$ cat src/rtl/vga_frame_sequencer.sv
// Start/stop-controlled VGA timing sequencer with image-ROM fetch and output alignment.
// ROM_LAT counts clock edges from the edge that launches rom_addr to the edge at which rgb samples rom_data.
module vga_frame_sequencer #(
  parameter int H_ACTIVE = 640,
  parameter int H_FP     = 16,
  parameter int H_SYNC   = 96,
  parameter int H_BP     = 48,
  parameter int V_ACTIVE = 480,
  parameter int V_FP     = 10,
  parameter int V_SYNC   = 2,
  parameter int V_BP     = 33,
  parameter int IMG_X    = 200,
  parameter int IMG_Y    = 140,
  parameter int IMG_W    = 200,
  parameter int IMG_H    = 200,
  parameter int ADDR_W   = 16,
  parameter int DATA_W   = 8,
  parameter int ROM_LAT  = 2
) (
  input  logic              clk_25M,
  input  logic              reset,
  input  logic              run,
  output logic [ADDR_W-1:0] rom_addr,
  output logic              rom_en,
  input  logic [DATA_W-1:0] rom_data,
  output logic [DATA_W-1:0] rgb,
  output logic              hsync,
  output logic              vsync,
  output logic              video_on,
  output logic              frame_start,
  output logic              busy
);

  localparam int H_TOTAL = H_ACTIVE + H_FP + H_SYNC + H_BP;
  localparam int V_TOTAL = V_ACTIVE + V_FP + V_SYNC + V_BP;
  localparam int HW      = $clog2(H_TOTAL);
  localparam int VW      = $clog2(V_TOTAL);

  localparam logic [HW-1:0] H_LAST = HW'(H_TOTAL - 1);
  localparam logic [HW-1:0] H_ACT  = HW'(H_ACTIVE);
  localparam logic [HW-1:0] HS_BEG = HW'(H_ACTIVE + H_FP);
  localparam logic [HW-1:0] HS_END = HW'(H_ACTIVE + H_FP + H_SYNC);
  localparam logic [HW-1:0] WX_BEG = HW'(IMG_X);
  localparam logic [HW-1:0] WX_END = HW'(IMG_X + IMG_W);
  localparam logic [VW-1:0] V_LAST = VW'(V_TOTAL - 1);
  localparam logic [VW-1:0] V_ACT  = VW'(V_ACTIVE);
  localparam logic [VW-1:0] VS_BEG = VW'(V_ACTIVE + V_FP);
  localparam logic [VW-1:0] VS_END = VW'(V_ACTIVE + V_FP + V_SYNC);
  localparam logic [VW-1:0] WY_BEG = VW'(IMG_Y);
  localparam logic [VW-1:0] WY_END = VW'(IMG_Y + IMG_H);

  if (IMG_X + IMG_W > H_ACTIVE || IMG_Y + IMG_H > V_ACTIVE) begin : g_bad_window
    $fatal(1, "vga_frame_sequencer: image window exceeds the active area");
  end
  if (ROM_LAT < 1 || ADDR_W > 30 || IMG_W * IMG_H > (1 << ADDR_W)) begin : g_bad_rom
    $fatal(1, "vga_frame_sequencer: ROM_LAT or ADDR_W out of range");
  end

  typedef enum logic [1:0] {IDLE, RUN, DRAIN} state_t;

  typedef struct packed {
    logic act;
    logic hs;
    logic vs;
    logic win;
    logic fs;
  } flags_t;

  state_t              state;
  logic [HW-1:0]       h;
  logic [VW-1:0]       v;
  logic [ADDR_W-1:0]   next_addr;
  flags_t              pipe [1:ROM_LAT];
  flags_t              f0;
  logic                counting;
  logic                h_last;
  logic                frame_end;

  // NOTE: every always_comb output gets a default first so no path leaves it unassigned (no latch).
  always_comb begin
    f0        = '0;
    counting  = (state != IDLE);
    h_last    = (h == H_LAST);
    frame_end = h_last && (v == V_LAST);
    if (counting) begin
      f0.act = (h < H_ACT) && (v < V_ACT);
      f0.hs  = (h >= HS_BEG) && (h < HS_END);
      f0.vs  = (v >= VS_BEG) && (v < VS_END);
      f0.win = (h >= WX_BEG) && (h < WX_END) && (v >= WY_BEG) && (v < WY_END);
      f0.fs  = (h == '0) && (v == '0);
    end
  end

  // NOTE: sequential state uses non-blocking assignments so all registers update from pre-edge values.
  always_ff @(posedge clk_25M or negedge reset) begin
    if (!reset) begin
      state       <= IDLE;
      h           <= '0;
      v           <= '0;
      rom_addr    <= '0;
      next_addr   <= '0;
      rgb         <= '0;
      hsync       <= 1'b1;
      vsync       <= 1'b1;
      video_on    <= 1'b0;
      frame_start <= 1'b0;
      // NOTE: the delay pipe is a handful of flops, not a RAM, so it is reset to drain to inactive.
      for (int i = 1; i <= ROM_LAT; i++) pipe[i] <= '0;
    end else begin
      case (state)
        IDLE:       if (run) state <= RUN;
        RUN, DRAIN: begin
          // Frames only stop on their last pixel; run is otherwise just a request.
          if (frame_end) state <= run ? RUN : IDLE;
          else           state <= run ? RUN : DRAIN;
        end
        default:    state <= IDLE;
      endcase

      if (counting) begin
        h <= h_last ? '0 : h + HW'(1);
        if (h_last) v <= (v == V_LAST) ? '0 : v + VW'(1);
      end

      // Row-major window address as a running count restarted at each frame origin.
      if (f0.fs) begin
        rom_addr  <= '0;
        next_addr <= f0.win ? ADDR_W'(1) : '0;
      end else if (f0.win) begin
        rom_addr  <= next_addr;
        next_addr <= next_addr + ADDR_W'(1);
      end

      pipe[1] <= f0;
      for (int i = 2; i <= ROM_LAT; i++) pipe[i] <= pipe[i-1];

      hsync       <= ~pipe[ROM_LAT].hs;
      vsync       <= ~pipe[ROM_LAT].vs;
      video_on    <= pipe[ROM_LAT].act;
      frame_start <= pipe[ROM_LAT].fs;
      rgb         <= (pipe[ROM_LAT].act && pipe[ROM_LAT].win) ? rom_data : '0;
    end
  end

  assign rom_en = pipe[1].win;
  assign busy   = (state != IDLE);

endmodule
$ cat config.mk
export PLATFORM = sky130hd
export DESIGN_NAME = vga_frame_sequencer
export DESIGN_NICKNAME = d
export VERILOG_FILES = /design/src/rtl/vga_frame_sequencer.sv
export SDC_FILE = /design/constraint.sdc
export NUM_CORES = 1
export LEC_CHECK = 0
export ABC_AREA = 1
export CAP_MARGIN = 20
export CELL_PAD_IN_SITES_DETAIL_PLACEMENT = 2
export CELL_PAD_IN_SITES_GLOBAL_PLACEMENT = 2
export CORE_MARGIN = 5
export CORE_UTILIZATION = 35
export DETAILED_ROUTE_END_ITERATION = 16
export PLACE_DENSITY_LB_ADDON = 0.1
export SLEW_MARGIN = 10
export SYNTH_ARGS = -nofsm -noshare
export SYNTH_HDL_FRONTEND = slang
export SYNTH_SLANG_ARGS = --single-unit
$ cat constraint.sdc
create_clock -name clk_25M -period 3.05 [get_ports clk_25M]
set_input_delay 0.61 -clock clk_25M [delete_from_list [all_inputs] [get_ports clk_25M]]
set_output_delay 0.61 -clock clk_25M [all_outputs]
set_load 0.005 [all_outputs]
==> reports/results.txt, run 1 <==
Status -> complete, no violations
Std-Cell Rows -> 39
Period utilization -> 0.839
Postcts setup bufs -> 0
Synth Area per Inst -> 8.03 um^2
Post-synth EDFFs -> 0
Max_slew headroom -> 0.439
Nets -> 565
Final hold violation count -> 0
Clock Path Buffers -> 2
FILL cells -> 1341
Worst EP required -> 2.44 ns
Wire per inst -> 16.5 um
Hold buffer count at CTS -> 0
Core area -> 11400 um^2
Post-synthesis register bit count -> 76
Worst Path Max Fanout -> 9
RSZ-0062 raised after global routing -> no
I/O Buffers -> 40
CP Capture Type -> output port
Setup violators final -> 0
Cts bufs inserted -> 9
Pin count of the biggest net entering global routing -> 77
CP Launch Type -> flop
Initial antenna violation count -> 0
Share of layout cells above drive strength 1 -> 0.112
N_diodes -> 0
Routed vias -> 3437
Max_cap viols -> 0
GR Overflow Total -> 0
Final cell count without fillers -> 695
Clk sink count -> 76
Detailed Route WL -> 11.5 mm
Vias per cell -> 4.95
Worst-margin pin slew -> 0.839 ns
Clk_lat worst skew -> 0.35 ns
Post-detail-place hpwl -> 8.29 mm
Synth cell types -> 34
Final ANT Viol Nets -> 0
Seq/Total Area, Yosys -> 0.467
Iteration-0 DRC count of the detailed router -> 99
Vias in the first global route -> 3943
Placed Cells -> 678
Tmin final -> 2.56 ns
CTS clk-pin slew, worst paths -> 0.06 ns
Crit path kind -> flop to output port
Area grow syn2layout -> 19.6%
Post-synth ARST share -> 1.00
Leakage -> 2.50 nW
Mapped cell area -> 4080 um^2
Fin. max-slew vios -> 0
Worst VDD drop -> 0.271 mV
Maximum clock rate -> 0.391 GHz
Cell count after synthesis -> 508
Die area -> 13900 um^2
Chip height -> 118 um
Drt pass-1 iters -> 4
Final Wtd Congestion -> 0.802
Initial Util -> 0.357
CTS tree -> done
Primary FF master, synth -> dfrtp_1
GRT Util Overall -> 0.173
Syn nets -> 526
Pwr per Cell Area -> 586 nW/um^2
Setup Skew -> 0.00759 ns
Htree depth -> 3
Setup tns final -> 0 ns
Root buffer cell -> clkbuf_16
Number of remaining DRC errors -> 0
# resized after CTS -> 0
First-pass GRT wire length -> 19.6 mm
HP Class -> input port to async pin
Io pins -> 41
Die Wd -> 118 um
Ys Warns -> 0
Crit path DAT -> 1.95 ns
-- logic make-up after synthesis --
kind of cell | after synthesis | synth area share
AOI/OAI and AO/OA | 25 | 0.0338
xor gates and xnor gates | 13 | 0.0279
adders and majority gates | 7 | 0.0215
buffers and inverters | 86 | 0.0960
DFF | 76 | 0.467
and+or+nand+nor | 301 | 0.354
-- report_power, final --
| group | switching, mW | internal, mW |
|---|---|---|
| Clock | 0.447 | 0.718 |
| Sequential | 0.0623 | 1.08 |
| Combinational | 0.349 | 0.198 |
-- state kept, by name, indices dropped and copies added, names as in the netlist --
signal / count
rgb: 8
video_on: 1
rom_en: 1
rom_addr: 16
next_addr: 16
v: 10
hsync: 1
state: 2
h: 10
frame_start: 1
vsync: 1
pipe: 9
-- final cells by class --
| type | count | area (um^2) | area share |
|---|---|---|---|
| flip-flops and latches | 76 | 1900 | 0.391 |
| multi-input cells | 346 | 1780 | 0.365 |
| repair buffers | 41 | 418 | 0.0857 |
| inverters | 73 | 274 | 0.0562 |
| clock buffers | 10 | 229 | 0.0470 |
| well taps | 143 | 179 | 0.0367 |
| clock inverters | 6 | 90.1 | 0.0185 |
-- cell usage in the layout, fill, tap and decap left out, drive strengths merged, types with 3 or more instances in the layout --
master         count
clkbuf            10
nor2              64
clkinv             3
nand2            141
clkdlybuf4s50     39
nand4              9
o21ai             18
ha                 7
dfrtp             74
nor3               9
a21oi              3
inv               73
xor2              11
nand3             72
-- critical path: stages (launching register included) --
cell	delay (ns)
dfrtp_1	0.40
inv_1	0.09
ha_1	0.45
inv_2	0.17
clkdlybuf4s50_1	0.49
-- final timing paths --
check | startpoint | end | slack (ns) | depth (start not counted)
worst max-delay path | state[0] | busy | 0.49 | 4
worst min-delay path | reset | rgb[3] | 0.24 | 1
worst max register to register | state[0] | rom_addr[13] | 0.82 | 10
worst min register to register | pipe[9] | pipe[4] | 0.34 | 0
max in group asynchronous | reset | hsync | 2.14 | 2
min in group clk_25M | pipe[9] | pipe[4] | 0.34 | 0
-- through the flow --
step | worst slack (ns) | power (mW) | cell area (um^2) | hold WS, ns | util
3_3_place_gp | 0.921 | 1.70 | 4540 | 0.331 | 0.397
2_1_floorplan | 1.40 | 1.55 | 4080 | 0.314 | -
3_5_place_dp | 0.828 | 1.72 | 4540 | 0.336 | 0.397
6_report | 0.491 | 2.86 | 4880 | 0.244 | 0.427
4_1_cts | 0.437 | 2.91 | 4860 | 0.348 | 0.425
5_1_grt | 0.359 | 3.02 | 4880 | 0.272 | 0.427
-- routing by layer --
metal | part of all wire | wire length (um) | vias to the layer above | GRT usage
li1 | - | - | 1674 | -
met1 | 0.42 | 4770 | 1708 | 0.193
met2 | 0.53 | 6150 | 39 | 0.318
met3 | 0.033 | 376 | 16 | 0.0461
met4 | 0.017 | 193 | 0 | 0.0509
met5 | 0 | 0 | - | 0
-- cells in the mapped netlist, types with 2 or more instances --
cell type | count | share of area
nand3_1 | 59 | 0.072
nor3_1 | 9 | 0.011
xnor2_1 | 2 | 0.0043
nand3_4 | 3 | 0.013
buf_2 | 4 | 0.0049
inv_1 | 63 | 0.058
xor2_1 | 11 | 0.024
nor2_2 | 6 | 0.0092
o21ai_0 | 15 | 0.018
a21oi_1 | 3 | 0.0037
nor2_4 | 4 | 0.011
dfrtp_1 | 74 | 0.45
nand2_2 | 6 | 0.0092
dfstp_2 | 2 | 0.013
nor2_1 | 53 | 0.049
nor4_1 | 2 | 0.0031
nand3_2 | 10 | 0.025
buf_6 | 8 | 0.022
nand2_1 | 134 | 0.12
nand3b_1 | 2 | 0.0037
o21ai_1 | 2 | 0.0025
ha_1 | 7 | 0.021
inv_2 | 10 | 0.0092
nand4_1 | 9 | 0.014
Power figures use the tool's default switching activity.
==> inputs of run 2 (changes only) <==
--- a/config.mk
+++ b/config.mk
@@ -10,7 +10,7 @@
 export CELL_PAD_IN_SITES_DETAIL_PLACEMENT = 2
 export CELL_PAD_IN_SITES_GLOBAL_PLACEMENT = 2
 export CORE_MARGIN = 5
-export CORE_UTILIZATION = 35
+export CORE_UTILIZATION = 31
 export DETAILED_ROUTE_END_ITERATION = 16
 export PLACE_DENSITY_LB_ADDON = 0.1
 export SLEW_MARGIN = 10
==> constraint.sdc (replaced) <==
create_clock -name clk_25M -period 2.1 [get_ports clk_25M]
set_input_delay 0.42 -clock clk_25M [delete_from_list [all_inputs] [get_ports clk_25M]]
set_output_delay 0.42 -clock clk_25M [all_outputs]
set_load 0.005 [all_outputs]
==> reports/results.txt, run 2 (synthesis results as in run 1) <==
Status -> complete, no violations (unchanged)
HP Class -> input port to async pin (unchanged)
GRT Util Overall -> 0.154 (was 0.173)
Iteration-0 DRC count of the detailed router -> 105 (was 99)
Pin count of the biggest net entering global routing -> 37 (was 77)
Leakage -> 2.55 nW (was 2.50 nW)
Vias in the first global route -> 3880 (was 3943)
Regs by FF count -> next_addr (16), rom_addr (16) (unchanged)
Core area -> 13100 um^2 (was 11400 um^2)
FF-to-FF Start -> v[0] (was state[0])
Worst EP required -> 1.68 ns (was 2.44 ns)
N_diodes -> 0 (unchanged)
CP Launch Type -> flop (unchanged)
Crit path kind -> flop to output port (unchanged)
Min Hold Slack -> 0.0187 ns (was 0.244 ns)
FILL cells -> 1475 (was 1341)
Power share of the clock group -> 0.392 (was 0.408)
Setup violators final -> 0 (unchanged)
R2R cell count -> 10 (unchanged)
Vias per cell -> 4.74 (was 4.95)
Htree depth -> 3 (unchanged)
Clk sink count -> 76 (unchanged)
Pwr per Cell Area -> 828 nW/um^2 (was 586 nW/um^2)
Global routing met3 resource utilization -> 0.0352 (was 0.0461)
Routed vias -> 3482 (was 3437)
Final ANT Viol Nets -> 0 (unchanged)
Share of layout cells above drive strength 1 -> 0.127 (was 0.112)
Switch share -> 0.307 (was 0.300)
Worst Path Max Fanout -> 1 (was 9)
Final hold violation count -> 0 (unchanged)
First-pass GRT wire length -> 19.2 mm (was 19.6 mm)
CTS clk-pin slew, worst paths -> 0.06 ns (about the same)
Met2 Track Usage GR -> 0.279 (was 0.318)
Wire per inst -> 15.2 um (was 16.5 um)
Area of the multi-input gates -> 1790 um^2 (was 1780 um^2)
Fin area -> 5020 um^2 (was 4880 um^2)
Final Wtd Congestion -> 0.839 (was 0.802)
FF+latch area -> 1900 um^2 (unchanged)
Clk_lat worst skew -> 0.35 ns (about the same)
Fin. max-slew vios -> 0 (unchanged)
Post-Place Cell Area -> 4680 um^2 (was 4540 um^2)
Max incr delay on CP -> 0.51 ns (was 0.49 ns)
Tot Pwr -> 4.15 mW (was 2.86 mW)
RSZ-0062 raised after global routing -> no (unchanged)
Worst VDD drop -> 0.417 mV (was 0.271 mV)
Die Wd -> 125 um (was 118 um)
FF-to-FF End -> next_addr[14] (was rom_addr[13])
Std-Cell Rows -> 42 (was 39)
Comb pwr share -> 0.208 (was 0.191)
Nets -> 572 (was 565)
Drt pass-1 iters -> 4 (unchanged)
Worst path bufs/invs -> 1 (was 3)
CP cell instances -> clkdlybuf4s50_1 (was inv_1 -> ha_1 -> inv_2 -> clkdlybuf4s50_1)
Most common library cell in the layout ignoring fill and taps -> nand2_1 (unchanged)
Number of remaining DRC errors -> 0 (unchanged)
Die area -> 15500 um^2 (was 13900 um^2)
Clock Path Buffers -> 2 (unchanged)
Sw power -> 1.27 mW (was 858 uW)
CP delay by family, top -> flip-flops (was buffers and inverters)
Setup slack, reg-to-reg -> 0.33 ns (was 0.82 ns)
Setup Skew -> 0.00662 ns (was 0.00759 ns)
Tmin final -> 1.77 ns
Reg power frac -> 0.401 (about the same)
CP Capture Type -> output port (unchanged)
Max_slew headroom -> 0.692 (was 0.439)
Setup tns final -> 0 ns (unchanged)
Internal Power -> 2.88 mW (was 2.00 mW)
Maximum clock rate -> 0.564 GHz
Cts bufs inserted -> 9 (unchanged)
I/O Buffers -> 40 (unchanged)
Busiest layer in global routing -> met2 (unchanged)
Root buffer cell -> clkbuf_16 (unchanged)
Max_cap viols -> 0 (unchanged)
Initial Util -> 0.312 (was 0.357)
Period utilization -> 0.844
GR Overflow Total -> 0 (unchanged)
Crit path DAT -> 1.35 ns (was 1.95 ns)
Slowest CP cell -> dfstp_2 (was clkdlybuf4s50_1)
Area grow syn2layout -> 23.0% (was 19.6%)
Initial antenna violation count -> 0 (unchanged)
Worst-margin pin slew -> 0.462 ns (was 0.839 ns)
Detailed Route WL -> 11.2 mm (was 11.5 mm)
Post-detail-place hpwl -> 8.38 mm (was 8.29 mm)
Io pins -> 41 (unchanged)
CTS tree -> done (unchanged)
Chip height -> 125 um (was 118 um)
Grt met1 use -> 0.175 (was 0.193)
Most frequent cells in the layout -> 134 x nand2_1, 74 x dfrtp_1, 63 x inv_1 (unchanged)
-- run 2: cell count changes in the layout (fill, tap and decap cells not counted), sizes merged --
cell           delta
dlymetal6s2s      +1
inv               +2
bufinv            -1
clkinv            -2
clkdlybuf4s50     -1
buf               +7
clkinvlp          +1
-- run 2: worst max path at each step --
stage / depth (start not counted) / to / startpoint / slack (ns)
after floorplan: 12 / next_addr[15] / state[0] / 0.45
after global placement: 4 / busy / state[0] / 0.30
final: 1 / hsync / hsync / 0.33
after detailed placement: 11 / rom_addr[0] / state[0] / 0.21
after CTS: 4 / busy / state[0] / 0.04
after global routing: 10 / next_addr[14] / v[0] / 0.14
-- run 2: final cells by class --
cell class                      count  area share
Timing Repair Buffer               48       0.102
Sequential cell                    76       0.380
Multi-Input combinational cell    346       0.358
Clock inverter                      6      0.0142
Inverter                           73      0.0551
Tap cell                          176      0.0439
Clock buffer                       10      0.0476
-- run 2: repair_timing --
action	4_1_cts	5_1_grt
pin swaps	0	0
setup endpoints to repair	1	1
buffers inserted	0	1
endpoints found under the hold margin	0	0
hold buffers	0	0
resized for setup	3	1
-- run 2: layer usage --
metal / wire length, um / vias to the layer above
li1: - / 1692
met1: 4790 / 1736
met2: 5870 / 36
met3: 316 / 18
met4: 206 / 0
met5: 0 / -
-- run 2: power by group through the flow --
stage | sequential, mW | combinational, mW | clock, mW
after floorplan | 1.67 | 0.578 | 0
final | 1.66 | 0.862 | 1.63
after global placement | 1.69 | 0.809 | 0
after CTS | 1.67 | 0.875 | 1.68
after global routing | 1.68 | 0.977 | 1.74
after detailed placement | 1.70 | 0.833 | 0
-- run 2: per-stage QoR --
step	worst slack, ns	std cells	utilization
after global routing	0.144	735	0.383
after detailed placement	0.213	718	0.358
final	0.328	735	0.383
after global placement	0.300	718	0.358
after CTS	0.0427	734	0.383
after floorplan	0.453	508	-
